<file path="src/rtl/piso_tx.sv">
// piso_tx -- parallel-in serial-out transmitter.
//
// Takes a WIDTH-bit word over a valid/ready handshake. It then sends the word
// one bit per enabled clock on data_out. busy frames the bits so the
// receiver's shift_en can follow it. done pulses for one cycle once the last
// bit of the frame has been consumed.
//
// Optional feature macro: PISO_PARITY_EN
//   When this macro is defined, the frame carries one extra bit after the
//   data bits: the even parity (XOR) of the loaded word.
//
// Parameters
//   WIDTH      word width in bits (2 or more)
//   MSB_FIRST  1: bit WIDTH-1 goes out first, 0: bit 0 goes out first
//
// Ports
//   clk         rising-edge clock
//   rst         asynchronous reset, active low
//   clr         synchronous clear, active high; overrides load and shift
//   load_valid  producer offers data_in
//   load_ready  transmitter can accept a word (idle)
//   data_in     parallel word
//   shift_en    advance to the next serial bit
//   data_out    current serial bit (registered; 0 when idle)
//   busy        a frame is in progress
//   done        one-cycle pulse after the final bit was consumed
module piso_tx #(
  parameter int WIDTH     = 8,
  parameter bit MSB_FIRST = 1'b1
) (
  input  logic             clk,
  input  logic             rst,
  input  logic             clr,
  input  logic             load_valid,
  output logic             load_ready,
  input  logic [WIDTH-1:0] data_in,
  input  logic             shift_en,
  output logic             data_out,
  output logic             busy,
  output logic             done
);

  // One spare bit keeps WIDTH-1 representable for any WIDTH. The counter is
  // reloaded before it can ever wrap.
  localparam int CW = $clog2(WIDTH) + 1;

`ifdef PISO_PARITY_EN
  typedef enum logic [1:0] {IDLE = 2'd0, SHIFT = 2'd1, PARITY = 2'd2} state_e;
`else
  typedef enum logic [0:0] {IDLE = 1'b0, SHIFT = 1'b1} state_e;
`endif

  state_e           state_q, state_d;
  logic [WIDTH-1:0] sreg_q, sreg_d;
  logic [CW-1:0]    cnt_q, cnt_d;
  logic             dout_q, dout_d;
  logic             done_q, done_d;
  logic             last_bit;
`ifdef PISO_PARITY_EN
  logic             par_q, par_d;
`endif

  assign last_bit = (cnt_q == CW'(WIDTH - 1));

  // ---------------------------------------------------------------------------
  // FSM: state register
  // ---------------------------------------------------------------------------
  // NOTE: clocked state uses non-blocking assignments. All flops then update
  // together, so the order of the sequential blocks does not matter.
  always_ff @(posedge clk or negedge rst) begin
    if (!rst) state_q <= IDLE;
    else      state_q <= state_d;
  end

  // ---------------------------------------------------------------------------
  // FSM: next-state logic
  // ---------------------------------------------------------------------------
  // NOTE: each combinational output gets a default before any branch. A path
  // that leaves it unassigned would otherwise infer a latch.
  always_comb begin
    state_d = state_q;
    if (clr) begin
      state_d = IDLE;
    end else begin
      case (state_q)
        IDLE:   if (load_valid) state_d = SHIFT;
`ifdef PISO_PARITY_EN
        SHIFT:  if (shift_en && last_bit) state_d = PARITY;
        PARITY: if (shift_en) state_d = IDLE;
`else
        SHIFT:  if (shift_en && last_bit) state_d = IDLE;
`endif
        default: state_d = IDLE;
      endcase
    end
  end

  // ---------------------------------------------------------------------------
  // Datapath next-state: shift register, bit counter, done, serial bit
  // ---------------------------------------------------------------------------
  always_comb begin
    sreg_d = sreg_q;
    cnt_d  = cnt_q;
    done_d = 1'b0;
`ifdef PISO_PARITY_EN
    par_d  = par_q;
`endif
    if (clr) begin
      sreg_d = '0;
      cnt_d  = '0;
`ifdef PISO_PARITY_EN
      par_d  = 1'b0;
`endif
    end else begin
      case (state_q)
        IDLE: begin
          if (load_valid) begin
            sreg_d = data_in;
            cnt_d  = '0;
`ifdef PISO_PARITY_EN
            // Parity comes from the loaded word, not the draining register.
            par_d  = ^data_in;
`endif
          end
        end
        SHIFT: begin
          if (shift_en) begin
            // Zero-fill: the register is empty after the last data bit.
            sreg_d = MSB_FIRST ? (sreg_q << 1) : (sreg_q >> 1);
            if (last_bit) begin
              cnt_d  = '0;
`ifndef PISO_PARITY_EN
              done_d = 1'b1;
`endif
            end else begin
              cnt_d = cnt_q + CW'(1);
            end
          end
        end
`ifdef PISO_PARITY_EN
        PARITY: if (shift_en) done_d = 1'b1;
`endif
        default: ;
      endcase
    end

    // data_out is computed from the next state. The serial line then comes
    // straight from a flop and cannot glitch.
    case (state_d)
      SHIFT:   dout_d = MSB_FIRST ? sreg_d[WIDTH-1] : sreg_d[0];
`ifdef PISO_PARITY_EN
      PARITY:  dout_d = par_d;
`endif
      default: dout_d = 1'b0;
    endcase
  end

  always_ff @(posedge clk or negedge rst) begin
    if (!rst) begin
      sreg_q <= '0;
      cnt_q  <= '0;
      dout_q <= 1'b0;
      done_q <= 1'b0;
`ifdef PISO_PARITY_EN
      par_q  <= 1'b0;
`endif
    end else begin
      sreg_q <= sreg_d;
      cnt_q  <= cnt_d;
      dout_q <= dout_d;
      done_q <= done_d;
`ifdef PISO_PARITY_EN
      par_q  <= par_d;
`endif
    end
  end

  // ---------------------------------------------------------------------------
  // FSM: outputs
  // ---------------------------------------------------------------------------
  always_comb begin
    load_ready = (state_q == IDLE);
    busy       = (state_q != IDLE);
    data_out   = dout_q;
    done       = done_q;
  end

endmodule

</file>
<file path="config.mk">
export PLATFORM = sky130hd
export DESIGN_NAME = piso_tx
export DESIGN_NICKNAME = d
export VERILOG_FILES = /design/src/rtl/piso_tx.sv
export SDC_FILE = /design/constraint.sdc
export NUM_CORES = 1
export LEC_CHECK = 0
export CAP_MARGIN = 20
export CORE_ASPECT_RATIO = 1.2
export CORE_UTILIZATION = 52
export DETAILED_ROUTE_END_ITERATION = 8
export PLACE_DENSITY = 0.91
export SETUP_SLACK_MARGIN = 0.5
export SYNTH_ARGS = -nofsm -noshare
export SYNTH_HDL_FRONTEND = slang
export SYNTH_SLANG_ARGS = --single-unit
export TNS_END_PERCENT = 1
</file>
<file path="constraint.sdc">
create_clock -name clk -period 3.3 [get_ports clk]
set_input_delay 0.66 -clock clk [delete_from_list [all_inputs] [get_ports clk]]
set_output_delay 0.66 -clock clk [all_outputs]
set_load 0.02 [all_outputs]
</file>
==> impl_metrics.prom <==
# TYPE chip_impl_metric gauge
chip_impl_info{name="run_status",value="finished, final reports clean"} 1
chip_impl_metric{name="finalInstanceArea",unit="um2"} 974.7
chip_impl_metric{name="gpl.final_weighted_congestion",unit=""} 0.7856
chip_impl_metric{name="hpwlAfterDp",unit="um"} 1024
chip_impl_metric{name="synth.top_cell.area_share",unit="%"} 45.52
chip_impl_metric{name="post_synthesis_cell_area",unit="um2"} 824.5
chip_impl_metric{name="post_cts_resize_count",unit=""} 0
chip_impl_metric{name="worst_hold_path.num_cells",unit=""} 1
chip_impl_info{name="yosys.area.top_type",value="sky130_fd_sc_hd__dfrtp_1"} 1
chip_impl_metric{name="total_power",unit="uW"} 367.8
chip_impl_metric{name="std_cell_rows",unit=""} 15
chip_impl_metric{name="drc",unit=""} 0
chip_impl_metric{name="multiInputGateArea",unit="um2"} 387.9
chip_impl_metric{name="ctsHoldBuffers",unit=""} 0
chip_impl_metric{name="post-cts-setup-buffer-count",unit=""} 0
chip_impl_metric{name="synth-seq-area-share",unit="%"} 45.52
chip_impl_metric{name="die-width",unit="um"} 38.35
chip_impl_metric{name="drt_iter0_markers",unit=""} 14
chip_impl_metric{name="period_share",unit="%"} 69.86
chip_impl_metric{name="switching_share_of_total_power",unit="%"} 26.13
chip_impl_metric{name="comb_power_share",unit="%"} 17.2
chip_impl_metric{name="max_freq",unit="MHz"} 433.8
chip_impl_metric{name="worstPathArrival",unit="ns"} 1.65
chip_impl_info{name="cp-start-kind",value="flop"} 1
chip_impl_info{name="critPathCaptureType",value="output pin"} 1
chip_impl_metric{name="detailroute.via_count",unit=""} 620
chip_impl_metric{name="core_region_area",unit="um2"} 1464
chip_impl_metric{name="worst-r2r-setup-slack",unit="ns"} 1.75
chip_impl_metric{name="dpl-instance-area",unit="um2"} 948.4
chip_impl_metric{name="grt_pass1_wl",unit="um"} 2249
chip_impl_metric{name="first_pass_iters",unit=""} 3
chip_impl_metric{name="viasPerCell",unit=""} 5.905
chip_impl_info{name="cts_tree",value="built"} 1
chip_impl_metric{name="critical_path_required",unit="ns"} 2.64
chip_impl_info{name="grt_setup_unrepaired",value="false"} 1
chip_impl_info{name="crit_family",value="buffers and inverters"} 1
chip_impl_metric{name="first_global_vias",unit=""} 557
chip_impl_info{name="clock_tree.root_cell",value="sky130_fd_sc_hd__clkbuf_4"} 1
chip_impl_info{name="crit_type",value="reg -> out"} 1
chip_impl_metric{name="synth.ff_latch_count",unit=""} 15
chip_impl_info{name="min_path_type",value="reg -> reg"} 1
chip_impl_metric{name="syn_to_final_growth",unit="%"} 18.21
chip_impl_metric{name="total_of_buffers_placed_on_input_and_output_ports",unit=""} 16
chip_impl_metric{name="synth.yosys.warnings",unit=""} 0
chip_impl_metric{name="yosysUniqueCellTypes",unit=""} 29
chip_impl_metric{name="final-hold-violation-count",unit=""} 0
chip_impl_metric{name="peakVddDrop",unit="mV"} 0.2394
chip_impl_metric{name="setup_tns",unit="ns"} 0
chip_impl_metric{name="layout.nets",unit=""} 103
chip_impl_metric{name="switching_power",unit="uW"} 96.10
chip_impl_metric{name="critical_path.max_fanout",unit=""} 13
chip_impl_metric{name="routed_wirelength",unit="um"} 1426
chip_impl_metric{name="path_length_in_cells_of_the_critical_path",unit=""} 1
chip_impl_metric{name="reg2regPathDepth",unit=""} 3
chip_impl_metric{name="sequentialPowerShare",unit="%"} 54.4
chip_impl_metric{name="gr-usage-met2",unit="%"} 32.54
chip_impl_metric{name="slew_viols_final",unit=""} 0
chip_impl_metric{name="groute.layer.met1.usage",unit="%"} 22.40
chip_impl_metric{name="internal-power",unit="uW"} 271.7
chip_impl_metric{name="setup_viol",unit=""} 0
chip_impl_metric{name="cts.path.max_buffers",unit=""} 2
chip_impl_metric{name="critPathBufInv",unit=""} 1
chip_impl_metric{name="worst_pin_slew",unit="ns"} 0.6727
chip_impl_metric{name="n_antenna_cell",unit=""} 0
chip_impl_metric{name="worst_clock_skew",unit="ns"} 0.002233
chip_impl_metric{name="fraction_of_power_consumed_by_the_clock_network",unit="%"} 28.4
chip_impl_metric{name="groute.usage.overall",unit="%"} 18.67
chip_impl_metric{name="clock_tree.htree_level_count",unit=""} 1
chip_impl_info{name="worstPathCellList",value="clkdlybuf4s50_1"} 1
chip_impl_metric{name="post_synthesis_net_count",unit=""} 89
chip_impl_metric{name="io_pins",unit=""} 17
chip_impl_metric{name="gr-total-overflow",unit=""} 0
chip_impl_info{name="synth_top_cells_by_area",value="sky130_fd_sc_hd__dfrtp_1, sky130_fd_sc_hd__a22oi_1, sky130_fd_sc_hd__mux2i_1, sky130_fd_sc_hd__buf_6, sky130_fd_sc_hd__a21oi_1"} 1
chip_impl_metric{name="clkSinkCount",unit=""} 15
chip_impl_metric{name="final-seq-area",unit="um2"} 375.4
chip_impl_metric{name="grt.met3_usage",unit="%"} 1.471
chip_impl_metric{name="grt_max_degree",unit=""} 19
chip_impl_info{name="critPathSlowestCell",value="sky130_fd_sc_hd__clkdlybuf4s50_1"} 1
chip_impl_metric{name="clk_transition_reported_paths",unit="ns"} 0.09
chip_impl_metric{name="leakage",unit="uW"} 0.0004115
chip_impl_metric{name="wire_per_inst",unit="um"} 13.58
chip_impl_metric{name="max-slew-margin-rel",unit="%"} 55.02
chip_impl_metric{name="die_height",unit="um"} 45.62
chip_impl_metric{name="netlist_instances",unit=""} 75
chip_impl_metric{name="floorplan.initialDensity",unit="%"} 56.32
chip_impl_metric{name="stage_delay_of_the_slowest_cell_on_the_critical_path",unit="ns"} 0.70
chip_impl_metric{name="drtAntennaViolNets",unit=""} 0
chip_impl_metric{name="cts_buffers",unit=""} 3
chip_impl_metric{name="clk-insertion-delay-late",unit="ns"} 0.28
chip_impl_metric{name="fill_cells",unit=""} 115
chip_impl_metric{name="max-cap-violations",unit=""} 0
chip_impl_metric{name="grt_antenna_before_repair",unit=""} 0
chip_impl_metric{name="fraction_of_final_layout_cells_with_drive_strength_greater_than_1",unit="%"} 9.091
chip_impl_info{name="top_usage_layer",value="met2"} 1
chip_impl_metric{name="power_density",unit="nW/um2"} 377.4
chip_impl_metric{name="area_enclosed_by_the_die_boundary",unit="um2"} 1750
chip_impl_metric{name="period_needed",unit="ns"} 2.305
chip_impl_metric{name="syn_area_per_cell",unit="um2"} 10.99
==> final timing paths <==
kind / startpoint / endpoint
worst max-delay path: busy / busy
worst min-delay path: cnt_q[0] / cnt_q[0]
worst max register to register: busy / cnt_q[3]
worst min register to register: cnt_q[0] / cnt_q[0]
max in group asynchronous: rst / cnt_q[2]
min in group asynchronous: rst / sreg_q[4]
==> placed cells by master, fill, tap and decap left out, types with 2 or more instances in the layout <==
cell type and instances:
sky130_fd_sc_hd__nand3b_1 2, sky130_fd_sc_hd__a21oi_1 6, sky130_fd_sc_hd__a211oi_1 3, sky130_fd_sc_hd__a22oi_1 6
sky130_fd_sc_hd__o22a_1 2, sky130_fd_sc_hd__clkbuf_4 3, sky130_fd_sc_hd__nor2_1 5, sky130_fd_sc_hd__nand2_1 8
sky130_fd_sc_hd__clkdlybuf4s50_1 16, sky130_fd_sc_hd__and3b_1 2, sky130_fd_sc_hd__dfrtp_1 15, sky130_fd_sc_hd__mux2i_1 4
==> Yosys cell counts <==
library cell,count
sky130_fd_sc_hd__a2111oi_4,1
sky130_fd_sc_hd__a211oi_1,3
sky130_fd_sc_hd__a21boi_0,1
sky130_fd_sc_hd__a21oi_1,6
sky130_fd_sc_hd__a22oi_1,6
sky130_fd_sc_hd__and2_1,1
sky130_fd_sc_hd__and2b_2,1
sky130_fd_sc_hd__and3_1,1
sky130_fd_sc_hd__and3b_1,2
sky130_fd_sc_hd__buf_2,1
sky130_fd_sc_hd__buf_4,2
sky130_fd_sc_hd__buf_6,3
sky130_fd_sc_hd__clkbuf_1,1
sky130_fd_sc_hd__dfrtp_1,15
sky130_fd_sc_hd__ha_1,1
sky130_fd_sc_hd__inv_1,1
sky130_fd_sc_hd__mux2_4,1
sky130_fd_sc_hd__mux2i_1,4
sky130_fd_sc_hd__mux2i_4,1
sky130_fd_sc_hd__nand2_1,8
sky130_fd_sc_hd__nand3b_1,2
sky130_fd_sc_hd__nor2_1,5
sky130_fd_sc_hd__nor2b_2,1
sky130_fd_sc_hd__nor4_1,1
sky130_fd_sc_hd__nor4b_1,1
sky130_fd_sc_hd__o21ai_0,1
sky130_fd_sc_hd__o22a_1,2
sky130_fd_sc_hd__o31ai_1,1
sky130_fd_sc_hd__o41ai_1,1
==> state kept, by name (all words and copies together) (netlist names) <==
name,cells
cnt_q,4
sreg_q,8
data_out,1
done,1
busy,1
==> per-stage QoR <==
| stage | worst slack (ns) | util (%) | std cells | hold slack [ns] |
|---|---|---|---|---|
| after floorplan | 1.788 | - | 75 | 0.3644 |
| after global placement | 1.123 | 64.79 | 101 | 0.5073 |
| after detailed placement | 1.084 | 64.79 | 101 | 0.5132 |
| after CTS | 1.002 | 66.58 | 105 | 0.5260 |
| after global routing | 0.9402 | 66.58 | 105 | 0.5456 |
| final | 0.9947 | 66.58 | 105 | 0.5197 |
==> kinds of logic (layout without fill, tap and decap cells) <==
family          after synthesis  in the layout  synth area share (%)
mux                           6              6                 9.408
fa+ha+maj                     1              1                 1.517
compound gates               22             22                 20.79
simple gates                 23             23                 15.33
flops                        15             15                 45.52
buf+inv                       8             21                 7.433
==> metal layers <==
metal	vias to the layer above	share of wire [%]
met2	13	49
met4	0	2.2
li1	299	-
met5	-	0
met3	5	2.2
met1	303	47
==> cell type report <==
class | count | area share [%]
Timing Repair Buffer | 16 | 16.43
Inverter | 1 | 0.3851
Multi-Input combinational cell | 52 | 39.79
Sequential cell | 15 | 38.51
Tap cell | 17 | 2.182
Clock buffer | 4 | 2.696
==> power groups by stage <==
stage | Sequential (uW) | Clock [uW] | Combinational, uW
after floorplan | 202 | 0 | 42.2
after global placement | 203 | 0 | 62.6
after detailed placement | 204 | 0 | 63.5
after CTS | 200 | 104 | 63.7
after global routing | 201 | 114 | 68.9
final | 200 | 104 | 63.2
(Power assumes the default switching activity.)
